[src/rtl/udmc_pkg.sv]
// udmc_pkg: shared constants and types for the up/down modulo counter.
//   DIR_UP / DIR_DOWN    : encodings of the 'up' input
//   MODE_WRAP / MODE_SAT : encodings of the 'sat_mode' input
//   udmc_bnd_e           : boundary-event classification from the next-state logic
package udmc_pkg;

    localparam logic DIR_UP    = 1'b1;
    localparam logic DIR_DOWN  = 1'b0;

    localparam logic MODE_WRAP = 1'b0;
    localparam logic MODE_SAT  = 1'b1;

    // Which edge of the 0..limit range an update ran into, if any.
    typedef enum logic [1:0] {
        BND_NONE = 2'd0,
        BND_HIGH = 2'd1,   // up-count went past limit
        BND_LOW  = 2'd2    // down-count went below zero
    } udmc_bnd_e;

endpackage

[src/rtl/udmc_next.sv]
// udmc_next: combinational next-count logic for one enabled update.
// Ports:
//   count_i    : current count
//   step_i     : increment / decrement magnitude
//   limit_i    : inclusive upper bound of the range 0..limit
//   up_i       : direction (DIR_UP / DIR_DOWN)
//   sat_mode_i : boundary behaviour (MODE_WRAP / MODE_SAT)
//   next_o     : count after this update
//   bnd_o      : 1 when the update is a boundary event
module udmc_next
    import udmc_pkg::*;
#(
    parameter int WIDTH = 32
) (
    input  logic [WIDTH-1:0] count_i,
    input  logic [WIDTH-1:0] step_i,
    input  logic [WIDTH-1:0] limit_i,
    input  logic             up_i,
    input  logic             sat_mode_i,
    output logic [WIDTH-1:0] next_o,
    output logic             bnd_o
);

    logic [WIDTH:0] sum;
    logic           above;
    udmc_bnd_e      bnd;

    // One extra bit so count+step never wraps before it is compared to limit.
    assign sum   = {1'b0, count_i} + {1'b0, step_i};
    assign above = (count_i > limit_i);

    always_comb begin
        bnd    = BND_NONE;
        next_o = count_i;
        if (step_i == '0) begin
            // Holding still, but a count stranded above a lowered limit is
            // still pulled back into range.
            if (above) next_o = limit_i;
        end else if (up_i == DIR_UP) begin
            if (sum <= {1'b0, limit_i}) begin
                next_o = sum[WIDTH-1:0];
            end else begin
                bnd    = BND_HIGH;
                next_o = (sat_mode_i == MODE_SAT) ? limit_i : '0;
            end
        end else begin
            if (above) begin
                // Limit lowered under us: clamp, not a boundary event.
                next_o = limit_i;
            end else if (step_i <= count_i) begin
                next_o = count_i - step_i;
            end else begin
                bnd    = BND_LOW;
                next_o = (sat_mode_i == MODE_SAT) ? '0 : limit_i;
            end
        end
    end

    assign bnd_o = (bnd != BND_NONE);

endmodule

[src/rtl/updown_mod_counter.sv]
// updown_mod_counter: up/down modulo counter with programmable step and limit,
// wrap or saturate at the range edges, terminal-count pulse, sticky boundary
// flag and (optionally) a compare-match pulse.
// Optional feature macro: UDMC_CMP_EN adds cmp_val / cmp_match.
// Ports:
//   clk       : rising-edge clock
//   rst       : synchronous active-low reset
//   en        : count enable
//   up        : 1 = count up, 0 = count down
//   step      : step magnitude
//   limit     : inclusive upper bound
//   sat_mode  : 1 = saturate, 0 = wrap
//   load      : synchronous parallel load (beats en)
//   load_val  : value to load, clamped to limit
//   count     : registered count
//   tc        : one-cycle terminal-count pulse on each boundary event
//   ovf       : sticky boundary flag, cleared by load or reset
//   cmp_val   : compare value            (UDMC_CMP_EN only)
//   cmp_match : registered compare pulse (UDMC_CMP_EN only)
module updown_mod_counter
    import udmc_pkg::*;
#(
    parameter int               WIDTH = 32,
    parameter logic [WIDTH-1:0] SEED  = '0
) (
    input  logic             clk,
    input  logic             rst,
    input  logic             en,
    input  logic             up,
    input  logic [WIDTH-1:0] step,
    input  logic [WIDTH-1:0] limit,
    input  logic             sat_mode,
    input  logic             load,
    input  logic [WIDTH-1:0] load_val,
`ifdef UDMC_CMP_EN
    input  logic [WIDTH-1:0] cmp_val,
    output logic             cmp_match,
`endif
    output logic [WIDTH-1:0] count,
    output logic             tc,
    output logic             ovf
);

    logic [WIDTH-1:0] count_q, count_d;
    logic             tc_q, tc_d;
    logic             ovf_q, ovf_d;
    logic [WIDTH-1:0] step_nxt;
    logic             step_bnd;
    logic [WIDTH-1:0] load_clamped;
    logic             upd;

    udmc_next #(.WIDTH(WIDTH)) u_next (
        .count_i    (count_q),
        .step_i     (step),
        .limit_i    (limit),
        .up_i       (up),
        .sat_mode_i (sat_mode),
        .next_o     (step_nxt),
        .bnd_o      (step_bnd)
    );

    assign load_clamped = (load_val > limit) ? limit : load_val;

    // High when this edge writes a new count value (load or enabled update).
    assign upd = load | en;

    always_comb begin
        count_d = count_q;
        tc_d    = 1'b0;
        ovf_d   = ovf_q;
        if (load) begin
            count_d = load_clamped;
            ovf_d   = 1'b0;
        end else if (en) begin
            count_d = step_nxt;
            tc_d    = step_bnd;
            ovf_d   = ovf_q | step_bnd;
        end
    end

    always_ff @(posedge clk) begin
        if (!rst) begin
            count_q <= SEED;
            tc_q    <= 1'b0;
            ovf_q   <= 1'b0;
        end else begin
            count_q <= count_d;
            tc_q    <= tc_d;
            ovf_q   <= ovf_d;
        end
    end

`ifdef UDMC_CMP_EN
    logic cmp_q, cmp_d;

    // Fires whenever a load or enabled update lands on cmp_val, so it stays
    // high across consecutive writes of that same value.
    assign cmp_d = upd && (count_d == cmp_val);

    always_ff @(posedge clk) begin
        if (!rst) cmp_q <= 1'b0;
        else      cmp_q <= cmp_d;
    end

    assign cmp_match = cmp_q;
`else
    logic unused_upd;
    assign unused_upd = upd;
`endif

    assign count = count_q;
    assign tc    = tc_q;
    assign ovf   = ovf_q;

endmodule

[config.mk]
export PLATFORM = sky130hd
export DESIGN_NAME = updown_mod_counter
export DESIGN_NICKNAME = d
export VERILOG_FILES = /design/src/rtl/udmc_pkg.sv /design/src/rtl/udmc_next.sv /design/src/rtl/updown_mod_counter.sv
export SDC_FILE = /design/constraint.sdc
export NUM_CORES = 1
export LEC_CHECK = 0
export CORE_ASPECT_RATIO = 1.1
export CORE_MARGIN = 2
export CORE_UTILIZATION = 56
export DETAILED_ROUTE_END_ITERATION = 12
export GPL_TIMING_DRIVEN = 0
export PLACE_DENSITY = 0.83
export SYNTH_ARGS = -nofsm -noshare
export SYNTH_HDL_FRONTEND = slang
export SYNTH_SLANG_ARGS = --single-unit
[constraint.sdc]
create_clock -name clk -period 15.4 [get_ports clk]
set_clock_uncertainty 0.15 [all_clocks]
set_input_delay 1.54 -clock clk [delete_from_list [all_inputs] [get_ports clk]]
set_output_delay 1.54 -clock clk [all_outputs]
set_load 0.01 [all_outputs]
# Word-level counts from Yosys, hierarchy flattened
# Cells that the tools add are included.
dict set report word_totals {
  elab_cells 35
  inputBits 102
  reg_bits 34
}
dict set report op_classes {
  reduce_logical 6
  eq_ne 1
  n_mux 16
  addsub 2
  bitwise_logic 3
  magnitude_cmp 4
}
# cell n
set op_table {}
lappend op_table {{$mux W32} 11}
lappend op_table {{$gt A32 B32 Y1} 2}
lappend op_table {{$add A32 B32 Y33} 1}
lappend op_table {{$le A33 B32 Y1} 1}
lappend op_table {{$le A32 B32 Y1} 1}
lappend op_table {{$logic_not A32 Y1} 1}
lappend op_table {{$sub A32 B32 Y32} 1}
lappend op_table {{$mux W2} 4}
lappend op_table {{$reduce_bool A2 Y1} 2}
lappend op_table {{$ne A3 B2 Y1 const B} 1}
lappend op_table {{$reduce_or A3 Y1} 1}
lappend op_table {{$not A1 Y1} 2}
lappend op_table {{$reduce_and A2 Y1} 1}
lappend op_table {{$reduce_or A2 Y1} 1}
lappend op_table {{$mux W1} 1}
lappend op_table {{$or A1 B1 Y1} 1}

# Longest topological paths before layout
# Gate-level depths: netlist (run 1).
dict set report depth {
  ltp_word 7
  ltp_mapped 25
}

# By module
# A second synthesis (run 1) with hierarchy kept.
dict set report hier_totals {
  cells_unflattened 1392
  area_unflattened_um2 9801.9
}
# mod area_per_inst_um2 instances cells_per_inst seq_area_each_um2
set by_module_without_submodules {}
lappend by_module_without_submodules {udmc_next 6955.4 1 1052 0.0}
lappend by_module_without_submodules {updown_mod_counter 2846.5 1 340 680.7}

# Worst setup path before layout (run 1)
# OpenSTA, ideal clock, no wires.
dict set report synth_path {
  path_type {input port to flip-flop}
  start {input port step[0]}
  end {register count_q[2], in the netlist count[2]}
  n_path_buf 0
  cell_stages 23
  arrival_ns 5.972
  slack_ns 9.209
  t_required_ns 15.181
  cell_sequence {ha_1 inv_1 fa_1 o21bai_1 a21oi_1 nor4_4 nor2_2 o41a_1 o21a_4 a21oi_1 a21boi_0 xor2_1 ha_1 a2111oi_0 nor4bb_1 o21ai_0 a211oi_1 o21a_1 o211ai_2 nor2_2 o21ai_0 a2111o_1 o21ai_1}
}
dict set report synth_via {
  elab_chain_cells 7
  elab_cells_between_ends 14
  cone_classes {add/sub: 2; order compare: 2; eq/ne: 1; mux: 7; reduce/logical: 2}
}
# element line_no
set synth_lines {}
lappend synth_lines {{start: declaration} updown_mod_counter.sv:30} ;# input logic [WIDTH-1:0] step,
lappend synth_lines {{$add A32 B32 Y33 (tied with other cells)} udmc_next.sv:29} ;# assign sum = {1'b0, count_i} + {1'b0, step_i};
lappend synth_lines {{$le A33 B32 Y1 or $mux W32 (tied branches)} {udmc_next.sv:40, udmc_next.sv:50}}
lappend synth_lines {{$mux W32, on equally long branches} {udmc_next.sv:40, udmc_next.sv:47}}
lappend synth_lines {{$mux W32} udmc_next.sv:39} ;# end else if (up_i == DIR_UP) begin
lappend synth_lines {{$mux W32} udmc_next.sv:35} ;# if (step_i == '0) begin
lappend synth_lines {{$mux W32} updown_mod_counter.sv:74} ;# end else if (en) begin
lappend synth_lines {{$mux W32} updown_mod_counter.sv:71} ;# if (load) begin
lappend synth_lines {{end signal: assignment} updown_mod_counter.sv:87} ;# count_q <= count_d;
lappend synth_lines {{end: declaration} updown_mod_counter.sv:44} ;# logic [WIDTH-1:0] count_q, count_d;
# Several ways; a longest one is shown, not always the timed one. The select of a mux whose other input is x is not followed.
# A chain may end at the register's enable or synchronous reset.

# Worst setup path after layout (run 1)
dict set report layout_path {
  start {input port step[1]}
  end {register count_q[3], in the netlist count[3]}
}
# Same word-level chain as after synthesis.

==> impl_metrics.yaml, run 1 <==
cts:
  clock_latency_ps: 300
  cts_num_sinks: 34
  clock_transition_at_path_regs_ps: 60
  post_cts_resize_count: 0
  cts-root-buf: "clkbuf_16"
  cts.htree.levels: 2
  postCtsSetupBuffers: 0
  tritoncts.num_buffers: 5
  cts_tree: "yes"
  holdBufCountCts: 0
  ctsLongestPathBuffers: 2
placed_design:
  gp_congestion: 1.01
  number_of_cells_in_the_design_after_placement: 1462
  placement.io_buffers: 134
  hpwlAfterDp_microns: 27500
  place_ws_ps: 6360
floorplanning:
  dieArea_sq_um: 15600
  floorplan.initialDensity: 0.570
  chipHeight_microns: 131
  fp.dieW_microns: 119
  num_rows: 46
  core-area_sq_um: 14400
  i_o_pin_total: 136
yosys:
  post-synth-top-area-fraction: 0.244
  yosys-top-cells-area: "ha_1 24%, a21oi_1 8.6%, dfxtp_1 8.3%"
  synth_area_sq_um: 8200
  yosys.cell_types.count: 88
  ys_seq_area_frac: 0.0830
  synth.cells.most_frequent: "160 x ha_1, 141 x a21oi_1, 99 x inv_1"
  synth_flop_cell: "dfxtp_1"
  synth_top_cell_by_area: "ha_1"
  synthesis.nets: 1400
  postSynth.asyncResetShare: 0
  syn_inst: 1136
  synth_enable_flop_cells: 0
  synth-warning-count: 0
  post_synth.cell_area_avg_sq_um: 7.22
  ys_ff_latch: 34
  post-synth-top-count-cell: "ha_1"
grt:
  grt_antenna_before_repair: 0
  grt_max_degree: 11
  globalRouteTotalUtil: 0.429
  grt_first_pass_wirelength_microns: 51700
  grt_pass1_vias: 9499
  global_route.overflow_total: 0
pwr:
  swShare: 0.519
  seq_power_share: 0.145
  total_switching_power_mw: 0.427
  power.ir.vdd_worst_mv: 0.0515
  fin_total_pwr_mw: 0.822
  reported_leakage_power_nw: 4.42
  cell_internal_pwr_mw: 0.396
  p_per_area_nw_per_um2: 82.7
  clockPowerShare: 0.138
  combPwrFrac: 0.718
timing:
  timing_worst_slew_pin_value_ps: 1060
  max-slew-margin-rel: 0.289
  timing.final.setup_violations: 0
  report.final.slew_viol_count: 0
  rsz0062_at_grt: "no"
  max_freq_mhz: 109
  fin_crit_ps: 9210
  finalHoldViolations: 0
  fin_setup_tns_ps: 0
  postLayoutSetupSlackWorst_ps: 6190
  fin_crit_sh: 0.598
worst_setup_path:
  cp_data_arrival_time_ps: 9250
  timing.critical_path.required_ps: 15440
  start_kind: "primary input"
  r2r_setup_slack_ps: 7700
  cp_max_fo: 10
  setup.worst_path.end_class: "flip-flop"
  startpoint_to_endpoint_class_of_the_critical_path: "in2reg"
route:
  avgViaCountPerCell: 6.80
  drt-initial-drc-count: 1239
  drc: 0
  detail_route.first_pass.iterations: 8
  vias: 9993
  routed_wire_length_per_instance_microns: 23.3
  drt_wl_total_microns: 34300
  route.antenna.remaining_nets: 0
finish:
  layout-drive-gt1-share: 0.0477
  final_cells: 1470
  area.sequential_sq_um: 681
  final_nets: 1541
  fillCellCount: 1292
  multi_input_area_sq_um: 6920
  antennaDiodeCount: 0
  area_growth_syn_to_layout_pct: 21.2
job:
  maxCapViolCount: 0
run_status:
  outcome: "complete, no violations"
min_path:
  class_of_the_tightest_hold_or_removal_check: "reg2reg"
==> power groups by stage <==
stage	logic [mW]	registers [mW]	clock network, mW
final	0.590	0.119	0.113
after global routing	0.634	0.120	0.114
after CTS	0.568	0.118	0.110
after detailed placement	0.564	0.120	0
after global placement	0.560	0.120	0
after floorplan	0.372	0.117	0
==> cells in the final DEF, fill, tap and decap left out, drive strengths merged, types with 18 or more instances in the layout <==
| cell | synthesis | layout |
|---|---|---|
| inv | 104 | 104 |
| a21o | 26 | 26 |
| nand3 | 23 | 23 |
| nand4 | 21 | 21 |
| dfxtp | 34 | 34 |
| o21ai | 89 | 89 |
| nor4 | 18 | 18 |
| o221ai | 18 | 18 |
| xnor2 | 46 | 46 |
| nor3 | 18 | 18 |
| clkbuf | 34 | 41 |
| a21oi | 143 | 143 |
| ha | 160 | 160 |
| clkdlybuf4s50 | 0 | 134 |
| nand2 | 59 | 59 |
| nor2 | 100 | 100 |
| a211oi | 23 | 23 |
==> flip-flops by register name, summed over array words and instances (netlist names) <==
| signal | count |
|---|---|
| ovf | 1 |
| tc | 1 |
| count | 32 |
==> worst paths after layout <==
kind / endpoint / depth (start not counted) / from
setup / recovery: count[3]$_SDFFE_PN0P_ / 23 / step[1]
hold / removal: ovf$_SDFFE_PP0P_ / 1 / ovf$_SDFFE_PP0P_
setup reg to reg: count[3]$_SDFFE_PN0P_ / 22 / count[10]$_SDFFE_PN0P_
hold reg to reg: ovf$_SDFFE_PP0P_ / 1 / ovf$_SDFFE_PP0P_
==> layer usage <==
layer  vias up  track usage  routed length [microns]
li1       4535            -                        -
met1      4494        0.526                    12700
met2       774        0.693                    15200
met3       190       0.0694                     3950
met4         0        0.298                     2470
met5         -            0                        0
==> per-stage QoR <==
stage | instance area (sq um) | util | hold WS, ps
finish | 9940 | 0.691 | 363
global placement | 9790 | 0.680 | 323
CTS | 9930 | 0.690 | 354
detailed placement | 9790 | 0.680 | 340
floorplan | 8200 | - | 381
global route | 9940 | 0.691 | 362
==> logic make-up after synthesis <==
family,Yosys count,synth area share
AND/OR/NAND/NOR,291,0.175
AO/OA/AOI/OAI,440,0.358
XOR/XNOR,47,0.0511
buffers and inverters,154,0.0743
flip-flops,34,0.0830
adder cells (fa/ha/maj),162,0.249
multiplexers,8,0.00991
==> worst max-delay path: stages <==
cell and delay (ps):
clkdlybuf4s50_1 660, inv_1 150, ha_1 360, nor2b_1 170, o211ai_1 260, a2111oi_1 980, o211ai_2 210, nand3_2 200
a221o_1 350, o22ai_2 190, o31ai_2 270, xnor2_2 150, ha_1 230, a2111oi_0 600, nor4bb_1 400, o21ai_0 180
a211oi_1 300, o21a_1 210, o211ai_2 300, nor2_2 660, buf_2 470, a221oi_1 140, a211oi_1 250
==> cell type report <==
class                   count  share of cell area
multi-input cells         948               0.696
plain buffers              49              0.0216
flip-flops and latches     34              0.0685
clock inverters             1            0.000503
clock buffers               7              0.0143
repair buffers            134               0.135
well taps                 192              0.0242
inverters                 105              0.0396
No activity file was read; power rests on OpenSTA's default activity.
==> run 2: changes to the inputs <==
- clock period: 15.4 -> 9.3 ns (I/O delays scaled with it)
==> results of run 2 <==
Same layout as run 1 (identical final DEF). Status: complete, no violations.
Main changes from that run: setup slack after placement 6360 ps -> 868 ps; setup slack after layout 6190 ps -> 700 ps; register-to-register setup slack 7700 ps -> 1600 ps; total power 0.822 mW -> 1.36 mW; worst IR drop on VDD 0.0515 mV -> 0.0853 mV
==> run 3: changes to the inputs <==
- SKIP_LAST_GASP: unset -> 1
==> results of run 3 <==
Same layout as run 1 (identical final DEF). Status: complete, no violations.
Main changes from that run: setup slack after placement 6360 ps -> 868 ps; setup slack after layout 6190 ps -> 700 ps; register-to-register setup slack 7700 ps -> 1600 ps; total power 0.822 mW -> 1.36 mW; worst IR drop on VDD 0.0515 mV -> 0.0853 mV
